### src/rtl/pc_fetch_ctrl.sv
// ============================================================================
// pc_fetch_ctrl
// ----------------------------------------------------------------------------
// Fetch-stage program-counter sequencer for the pipelined MIPS core.
// Owns the PC register and drives instruction-memory requests. The PC steps
// on ihit and holds on stall. Branch/jump/jr redirects resolved downstream
// are applied here, and the block raises the flush/discard strobes for them.
// A redirect that arrives while an icache miss is outstanding is parked in
// pend_pc until the miss returns. The returned (stale) instruction is then
// marked with drop_fetch, and the PC is loaded from pend_pc.
//
// Parameters:
//   RESET_PC    PC value loaded on reset.
//
// Optional feature (compile-time macro PC_HALT_EN):
//   Adds input 'halt' and a HALTED state. In HALTED the PC is frozen,
//   imemREN is low and redirects are ignored; only reset leaves it. A halt
//   seen while a miss drains takes effect once the drain completes.
//
// Ports:
//   CLK         in   1   clock, rising edge
//   nRST        in   1   synchronous active-low reset
//   ihit        in   1   icache returns the instruction at imemaddr
//   stall       in   1   hazard unit: hold fetch
//   pcsrc       in   3   0 SEQ, 1 BEQ, 2 BNE, 3 J, 4 JAL, 5 JR, 6-7 SEQ
//   equal       in   1   branch comparator result
//   imm         in  16   signed word offset for branches
//   jaddr       in  26   jump target field
//   rs_data     in  32   register value for JR
//   res_npc     in  32   PC+4 of the resolving instruction
//   halt        in   1   (PC_HALT_EN only) stop fetching
//   imemaddr    out 32   current fetch address
//   imemREN     out  1   instruction read enable
//   nPC         out 32   imemaddr + 4 (wraps)
//   flush       out  1   squash younger instructions in IF/ID (Mealy)
//   drop_fetch  out  1   instruction returned this cycle is stale (Mealy)
// ============================================================================
module pc_fetch_ctrl #(
    parameter logic [31:0] RESET_PC = 32'h0000_0000
) (
    input  logic        CLK,
    input  logic        nRST,
    input  logic        ihit,
    input  logic        stall,
    input  logic [2:0]  pcsrc,
    input  logic        equal,
    input  logic [15:0] imm,
    input  logic [25:0] jaddr,
    input  logic [31:0] rs_data,
    input  logic [31:0] res_npc,
`ifdef PC_HALT_EN
    input  logic        halt,
`endif
    output logic [31:0] imemaddr,
    output logic        imemREN,
    output logic [31:0] nPC,
    output logic        flush,
    output logic        drop_fetch
);

    localparam logic [2:0] SRC_BEQ = 3'd1;
    localparam logic [2:0] SRC_BNE = 3'd2;
    localparam logic [2:0] SRC_J   = 3'd3;
    localparam logic [2:0] SRC_JAL = 3'd4;
    localparam logic [2:0] SRC_JR  = 3'd5;

    localparam logic [1:0] ST_FETCH      = 2'd0;
    localparam logic [1:0] ST_WAIT_DRAIN = 2'd1;
`ifdef PC_HALT_EN
    localparam logic [1:0] ST_HALTED     = 2'd2;
`endif

    logic [31:0] pc_q,      pc_d;
    logic [31:0] pend_pc_q, pend_pc_d;
    logic [1:0]  state_q,   state_d;
    // Low for the first cycle after reset release; fetching starts after that.
    logic        ren_q;
`ifdef PC_HALT_EN
    logic        halt_pend_q, halt_pend_d;
`endif

    logic               taken;
    logic [31:0]        target;
    logic signed [31:0] br_off;

    assign imemaddr = pc_q;
    assign nPC      = pc_q + 32'd4;

`ifdef PC_HALT_EN
    assign imemREN = ren_q && (state_q != ST_HALTED);
`else
    assign imemREN = ren_q;
`endif

    // Redirect decode and target computation
    always_comb begin
        br_off = signed'({{14{imm[15]}}, imm, 2'b00});
        taken  = 1'b0;
        target = res_npc;
        case (pcsrc)
            SRC_BEQ: begin
                taken  = equal;
                target = res_npc + unsigned'(br_off);
            end
            SRC_BNE: begin
                taken  = ~equal;
                target = res_npc + unsigned'(br_off);
            end
            SRC_J, SRC_JAL: begin
                taken  = 1'b1;
                target = {res_npc[31:28], jaddr, 2'b00};
            end
            SRC_JR: begin
                taken  = 1'b1;
                // Mask the low bits instead of slicing so every bit is consumed.
                target = rs_data & 32'hFFFF_FFFC;
            end
            default: begin
                taken  = 1'b0;
                target = res_npc;
            end
        endcase
    end

    // Next-state / next-PC logic
    always_comb begin
        pc_d       = pc_q;
        pend_pc_d  = pend_pc_q;
        state_d    = state_q;
        flush      = 1'b0;
        drop_fetch = 1'b0;
`ifdef PC_HALT_EN
        halt_pend_d = halt_pend_q;
`endif
        if (ren_q) begin
            case (state_q)
                ST_FETCH: begin
                    if (taken) begin
                        // Redirect outranks stall.
                        flush = 1'b1;
                        if (ihit) begin
                            pc_d = target;
                        end else begin
                            // Miss in flight cannot be aborted: park the target.
                            pend_pc_d = target;
                            state_d   = ST_WAIT_DRAIN;
                        end
`ifdef PC_HALT_EN
                    end else if (halt) begin
                        state_d = ST_HALTED;
`endif
                    end else if (ihit && !stall) begin
                        pc_d = nPC;
                    end
                end
                ST_WAIT_DRAIN: begin
`ifdef PC_HALT_EN
                    halt_pend_d = halt_pend_q | halt;
`endif
                    if (taken) begin
                        // Younger redirect replaces the parked one.
                        flush     = 1'b1;
                        pend_pc_d = target;
                    end
                    if (ihit) begin
                        drop_fetch = 1'b1;
                        pc_d       = taken ? target : pend_pc_q;
                        state_d    = ST_FETCH;
`ifdef PC_HALT_EN
                        halt_pend_d = 1'b0;
                        if (halt_pend_q || halt) begin
                            state_d = ST_HALTED;
                        end
`endif
                    end
                end
                default: begin
                    // HALTED (or unused encodings): everything frozen.
                    state_d = state_q;
                end
            endcase
        end
    end

    always_ff @(posedge CLK) begin
        if (!nRST) begin
            pc_q      <= RESET_PC;
            pend_pc_q <= 32'h0000_0000;
            state_q   <= ST_FETCH;
            ren_q     <= 1'b0;
`ifdef PC_HALT_EN
            halt_pend_q <= 1'b0;
`endif
        end else begin
            pc_q      <= pc_d;
            pend_pc_q <= pend_pc_d;
            state_q   <= state_d;
            ren_q     <= 1'b1;
`ifdef PC_HALT_EN
            halt_pend_q <= halt_pend_d;
`endif
        end
    end

endmodule

### config.mk
export PLATFORM = sky130hd
export DESIGN_NAME = pc_fetch_ctrl
export DESIGN_NICKNAME = d
export VERILOG_FILES = /design/src/rtl/pc_fetch_ctrl.sv
export SDC_FILE = /design/constraint.sdc
export NUM_CORES = 1
export LEC_CHECK = 0
export CAP_MARGIN = 5
export CORE_MARGIN = 2
export CORE_UTILIZATION = 45
export CTS_BUF_LIST = sky130_fd_sc_hd__clkbuf_4 sky130_fd_sc_hd__clkbuf_8
export CTS_CLUSTER_DIAMETER = 60
export DETAILED_ROUTE_END_ITERATION = 12
export GPL_TIMING_DRIVEN = 1
export PLACE_DENSITY_LB_ADDON = 0.25
export SLEW_MARGIN = 10
export SYNTH_ARGS = -nofsm -noshare
export SYNTH_HDL_FRONTEND = slang
export SYNTH_SLANG_ARGS = --single-unit
### constraint.sdc
create_clock -name CLK -period 2.55 [get_ports CLK]
set_clock_uncertainty 0.2 [all_clocks]
set_input_delay 0.255 -clock CLK [delete_from_list [all_inputs] [get_ports CLK]]
set_output_delay 0.255 -clock CLK [all_outputs]
set_load 0.02 [all_outputs]
## Yosys cells after proc, flatten, opt, wreduce, memory -nomap -nowiden

Index checks and enable logic that the tools add are counted.

- Register bits after elaboration: 67
- Bits of input ports: 114
- Output and inout bits: 67
- Logic and storage cells: 51

- Add/sub/neg operators: 2
- Eq/ne operators: 11
- Mux-type cells: 22
- Bitwise gates (word level): 1
- Reductions and logical operators: 11

Operator list:

| kind | count |
|---|---|
| $mux 32 | 7 |
| $pmux 32 s2 | 2 |
| $pmux 32 s3 | 1 |
| $add 32x3->32 const B | 1 |
| $add 32x32->32 | 1 |
| $reduce_and 5->1 | 2 |
| $mux 1 | 7 |
| $eq 3x2->1 const B | 2 |
| $eq 3x3->1 const B | 2 |
| $mux 2 | 3 |
| $ne 2x2->1 const B | 3 |
| $ne 3x3->1 const B | 2 |
| $reduce_or 2->1 | 3 |
| $pmux 2 s2 | 1 |
| $reduce_and 4->1 | 1 |
| $eq 3x1->1 const B | 1 |
| $pmux 1 s3 | 1 |
| $reduce_or 3->1 | 1 |
| $eq 2x1->1 const B | 1 |
| $logic_not 2->1 | 1 |
| $reduce_bool 2->1 | 1 |
| $logic_and 1x1->1 | 1 |
| $logic_not 1->1 | 1 |
| $not 1->1 | 1 |

## Longest topological paths before layout

Gate-level depths: netlist of run 1.

- Depth in word-level cells: 6
- Depth in mapped cells: 10
- Mapped depth without buffers: 10

## Worst setup path before layout of run 1

No wires, ideal clock.

- Path type: input to register
- Start point: input port imm[0]
- End point: register pc_q[22] (netlist: imemaddr[22])
- Library setup time: 0.128 ns
- Data arrival time: 2.327 ns
- Data required time: 2.222 ns
- Setup slack: -0.105 ns
- Stages: 10
- Buffers on the path: 0
- Path through: ha_1 -> fa_1 -> a211oi_1 -> o21ai_1 -> nand3_1 -> nand2_1 -> a41o_1 -> xor2_1 -> a221oi_1 -> o21ai_0

- Word-level cells in the longest chain between the ends: 5
- Elaborated cells on any way between the ends: 7
- Classes of those cells: 1 x add/sub; 6 x mux

RTL lines:

| item | line | source |
|---|---|---|
| start: declaration | 47 | `input logic [15:0] imm,` |
| $add 32x32->32 (*) | 103, 107 |  |
| $pmux 32 s3 (*) | 100 | `case (pcsrc)` |
| $mux 32, on equally long branches | - |  |
| $mux 32, on equally long branches | 165, 138 |  |
| $pmux 32 s2 (*) | 136 | `case (state_q)` |
| end signal: assignment | 195 | `pc_q <= pc_d;` |
| end: declaration | 73 | `logic [31:0] pc_q, pc_d;` |

Every way passes the cells marked *; elsewhere a longest branch is shown, timed or not. The select of a mux whose other input is x is not followed.
A chain may end at the register's enable or synchronous reset.

## Worst setup path after layout of run 1

- Start point: input port imm[1]
- End point: register pc_q[9] (netlist: imemaddr[9])

The elaborated chain is that of the path after synthesis.

==> impl_metrics.json, run 1 <==
{
  "synth_flop_cell": "dfxtp_1",
  "syn_area_per_cell_sq_um": 7.455,
  "min_period_ns": 2.555,
  "grt_pass1_wl_um": 42880,
  "wl_per_cell_um": 19.43,
  "reg2reg_slack_ns": 0.10,
  "synth_edf_count": 0,
  "start_util": 0.4577,
  "synth_area_sq_um": 6628,
  "yosysSeqAreaShare": 0.1994,
  "critPathLaunch": "imm[1]",
  "arrival_ns": 2.61,
  "synth.top_cell.area_share": 0.1994,
  "synth_top_cells_by_area": "dfxtp_1 (20%), mux2i_1 (7.6%), a21oi_1 (6.0%)",
  "hold_viol_final": 0,
  "leakagePower_uw": 0.004721,
  "fillers": 1098,
  "hold-path-endpoint": "pend_pc_q[14]$_SDFFE_PN0P_",
  "multiInputGateArea_sq_um": 5567,
  "synthTopCellsByCount": "a21oi_1 (79), nand2_1 (74), nor2_1 (74)",
  "maxCapViolCount": 0,
  "clkTransAtPathRegs_ns": 0.07,
  "grt.total_usage": 0.3369,
  "required_ns": 2.61,
  "hold_path_class": "reg2reg",
  "min_path_cells": 2,
  "antenna_found_initial": 0,
  "status": "finished, violations left",
  "ir_drop_mv": 0.2420,
  "synth_cell_types": 76,
  "cts_buffers": 9,
  "die_y_um": 125.4,
  "fin_util": 0.7560,
  "grt_pass1_vias": 8357,
  "fin_crit_sh": 1.002,
  "postSynthCellCount": 889,
  "area_growth_pct": 65.15,
  "fp.dieW_um": 125.4,
  "dr.pass1.iters": 5,
  "cts.sinks": 66,
  "slew_headroom": 0.6432,
  "finalSetupViolCount": 1,
  "root_buffer": "clkbuf_8",
  "wirelength_um": 28080,
  "yosysMostFrequentCell": "a21oi_1",
  "yosys_warnings": 0,
  "slew_violations": 0,
  "yosys_register_bits": 66,
  "clk_path_buf_depth": 2,
  "place_congestion": 0.9535,
  "final_net_count": 1403,
  "grt_overflow": 0,
  "h-tree-depth": 3,
  "violations": "setup timing",
  "dp_hpwl_um": 21000,
  "clk_latency_ns": 0.36,
  "syn_nets": 1034,
  "crit_path_end_kind": "register",
  "hp-start": "pend_pc_q[14]$_SDFFE_PN0P_",
  "io_pins": 181,
  "async_flop_share": 0,
  "antenna_cells": 0,
  "vias": 8777,
  "cts_hold_buffers": 0,
  "powerDensity_nw_per_um2": 377.0,
  "power.total_uw": 4127,
  "core_region_area_sq_um": 14480,
  "critPathKind": "in2reg",
  "grt_max_degree": 53,
  "tightest_slew_ns": 0.5347,
  "tritoncts": "done",
  "synth_area_leader_cell": "dfxtp_1",
  "reg2regPathDepth": 11,
  "die_area_sq_um": 15720,
  "route.detailed.drc": 0,
  "max_clock_freq_ghz": 0.3913,
  "rows": 44,
  "rsz0062_at_grt": "yes",
  "vias_per_cell": 6.074,
  "cp-start-kind": "input pin",
  "ant_nets": 0,
  "cp_max_fo": 2,
  "io_buffers": 178,
  "finalWorstSetupSlack_ns": -0.005322,
  "layout-drive-gt1-share": 0.3164,
  "drtIter0Drc": 784,
  "rr_startpoint": "imemaddr[6]$_SDFFE_PN0P_",
  "rr_endpoint": "imemaddr[25]$_SDFFE_PN0P_",
  "seqCellArea_sq_um": 1325
}
cell families after synthesis:
kind of cell	synth area share
flip-flops	0.1994
XOR/XNOR	0.06211
AND/OR/NAND/NOR	0.1997
adder cells (fa/ha/maj)	0.05966
buffers and inverters	0.05418
AO/OA/AOI/OAI	0.3342
multiplexers	0.09081
stage by stage:
| step | TNS [ns] | instance area, sq um | instances | worst slack, ns | hold WS, ns |
|---|---|---|---|---|---|
| global route | -0.6012 | 10950 | 1445 | -0.08807 | 0.2875 |
| global placement | -21.72 | 10090 | 1412 | -0.6534 | 0.2389 |
| detailed placement | -24.25 | 10090 | 1412 | -0.6853 | 0.2461 |
| finish | -0.005322 | 10950 | 1445 | -0.005322 | 0.2570 |
| floorplan | 0 | 6635 | 889 | 0.002453 | 0.08272 |
| CTS | -0.1557 | 10640 | 1435 | -0.1557 | 0.2555 |
worst max path at each step:
stage | to | cells past startpoint
after global routing | nPC[27] | 8
after CTS | nPC[15] | 7
after detailed placement | imemaddr[27]$_SDFFE_PN0P_ | 11
after global placement | pend_pc_q[31]$_SDFFE_PN0P_ | 11
final | imemaddr[9]$_SDFFE_PN0P_ | 12
after floorplan | imemaddr[22]$_SDFFE_PN0P_ | 10
where the power goes:
group,internal [uW],switching (uW)
logic,1050,1070
registers,1100,42.0
clock network,447,421
layout make-up:
type,count,area share
multi-input cells,739,0.5086
repair buffers,427,0.3281
flip-flops and latches,66,0.1211
well taps,184,0.02103
clock buffers,10,0.01200
inverters,15,0.005144
clock inverters,4,0.004115
registers in the layout (all words and copies together), names as in the netlist:
signal / flops
state_q: 1
imemaddr: 32
imemREN: 1
pend_pc_q: 32
critical path, stage by stage:
cell and delay (ns):
dlygate4sd2_1 0.28, ha_4 0.24, a211oi_4 0.23, buf_4 0.15, buf_4 0.09, o21bai_1 0.09
a21oi_1 0.32, nor2b_1 0.08, o21ai_0 0.21, mux2i_1 0.29, a21oi_1 0.12, o221a_2 0.26
layout by cell type, fill, tap and decap left out, drive strengths merged, types with 7 or more instances in the layout:
master and n:
a211oi 12, a21o 18, a21oi 81, a221oi 8
a22oi 25, a31oi 22, and2 8, and3 11
and4 9, buf 261, clkbuf 23, clkdlybuf4s50 121
dfxtp 66, dlygate4sd2 16, dlymetal6s2s 11, ha 30
inv 14, mux2 7, mux2i 51, nand2 74
nand2b 9, nand3 33, nand4 15, nor2 74
nor2b 7, nor3 17, o211ai 26, o21a 12
o21ai 67, o221ai 12, or3 7, xnor2 33
xor2 14
timing repair:
action,CTS,global route
buffers inserted,9,11
pin swaps,22,48
gates resized for setup,144,96
setup endpoints to repair,60,61
gates cloned,0,0
routing by layer:
metal	track usage	wire length (um)	vias to the layer above
met5	0	0	-
met4	0.1471	1417	0
met3	0.05306	1899	101
met2	0.5802	13380	414
met1	0.4159	11380	4170
li1	-	-	4092
No activity file was read; power rests on OpenSTA's default activity.
==> run 2, diff against run 1 <==
- HOLD_SLACK_MARGIN: not set -> 0.02
==> results of run 2 <==
Final layout, timing and power as in run 1 (identical DEF).
==> run 3, diff against run 2 <==
- CAP_MARGIN: 5 -> not set
==> results of run 3 <==
Final layout, timing and power as in run 1 (identical DEF).
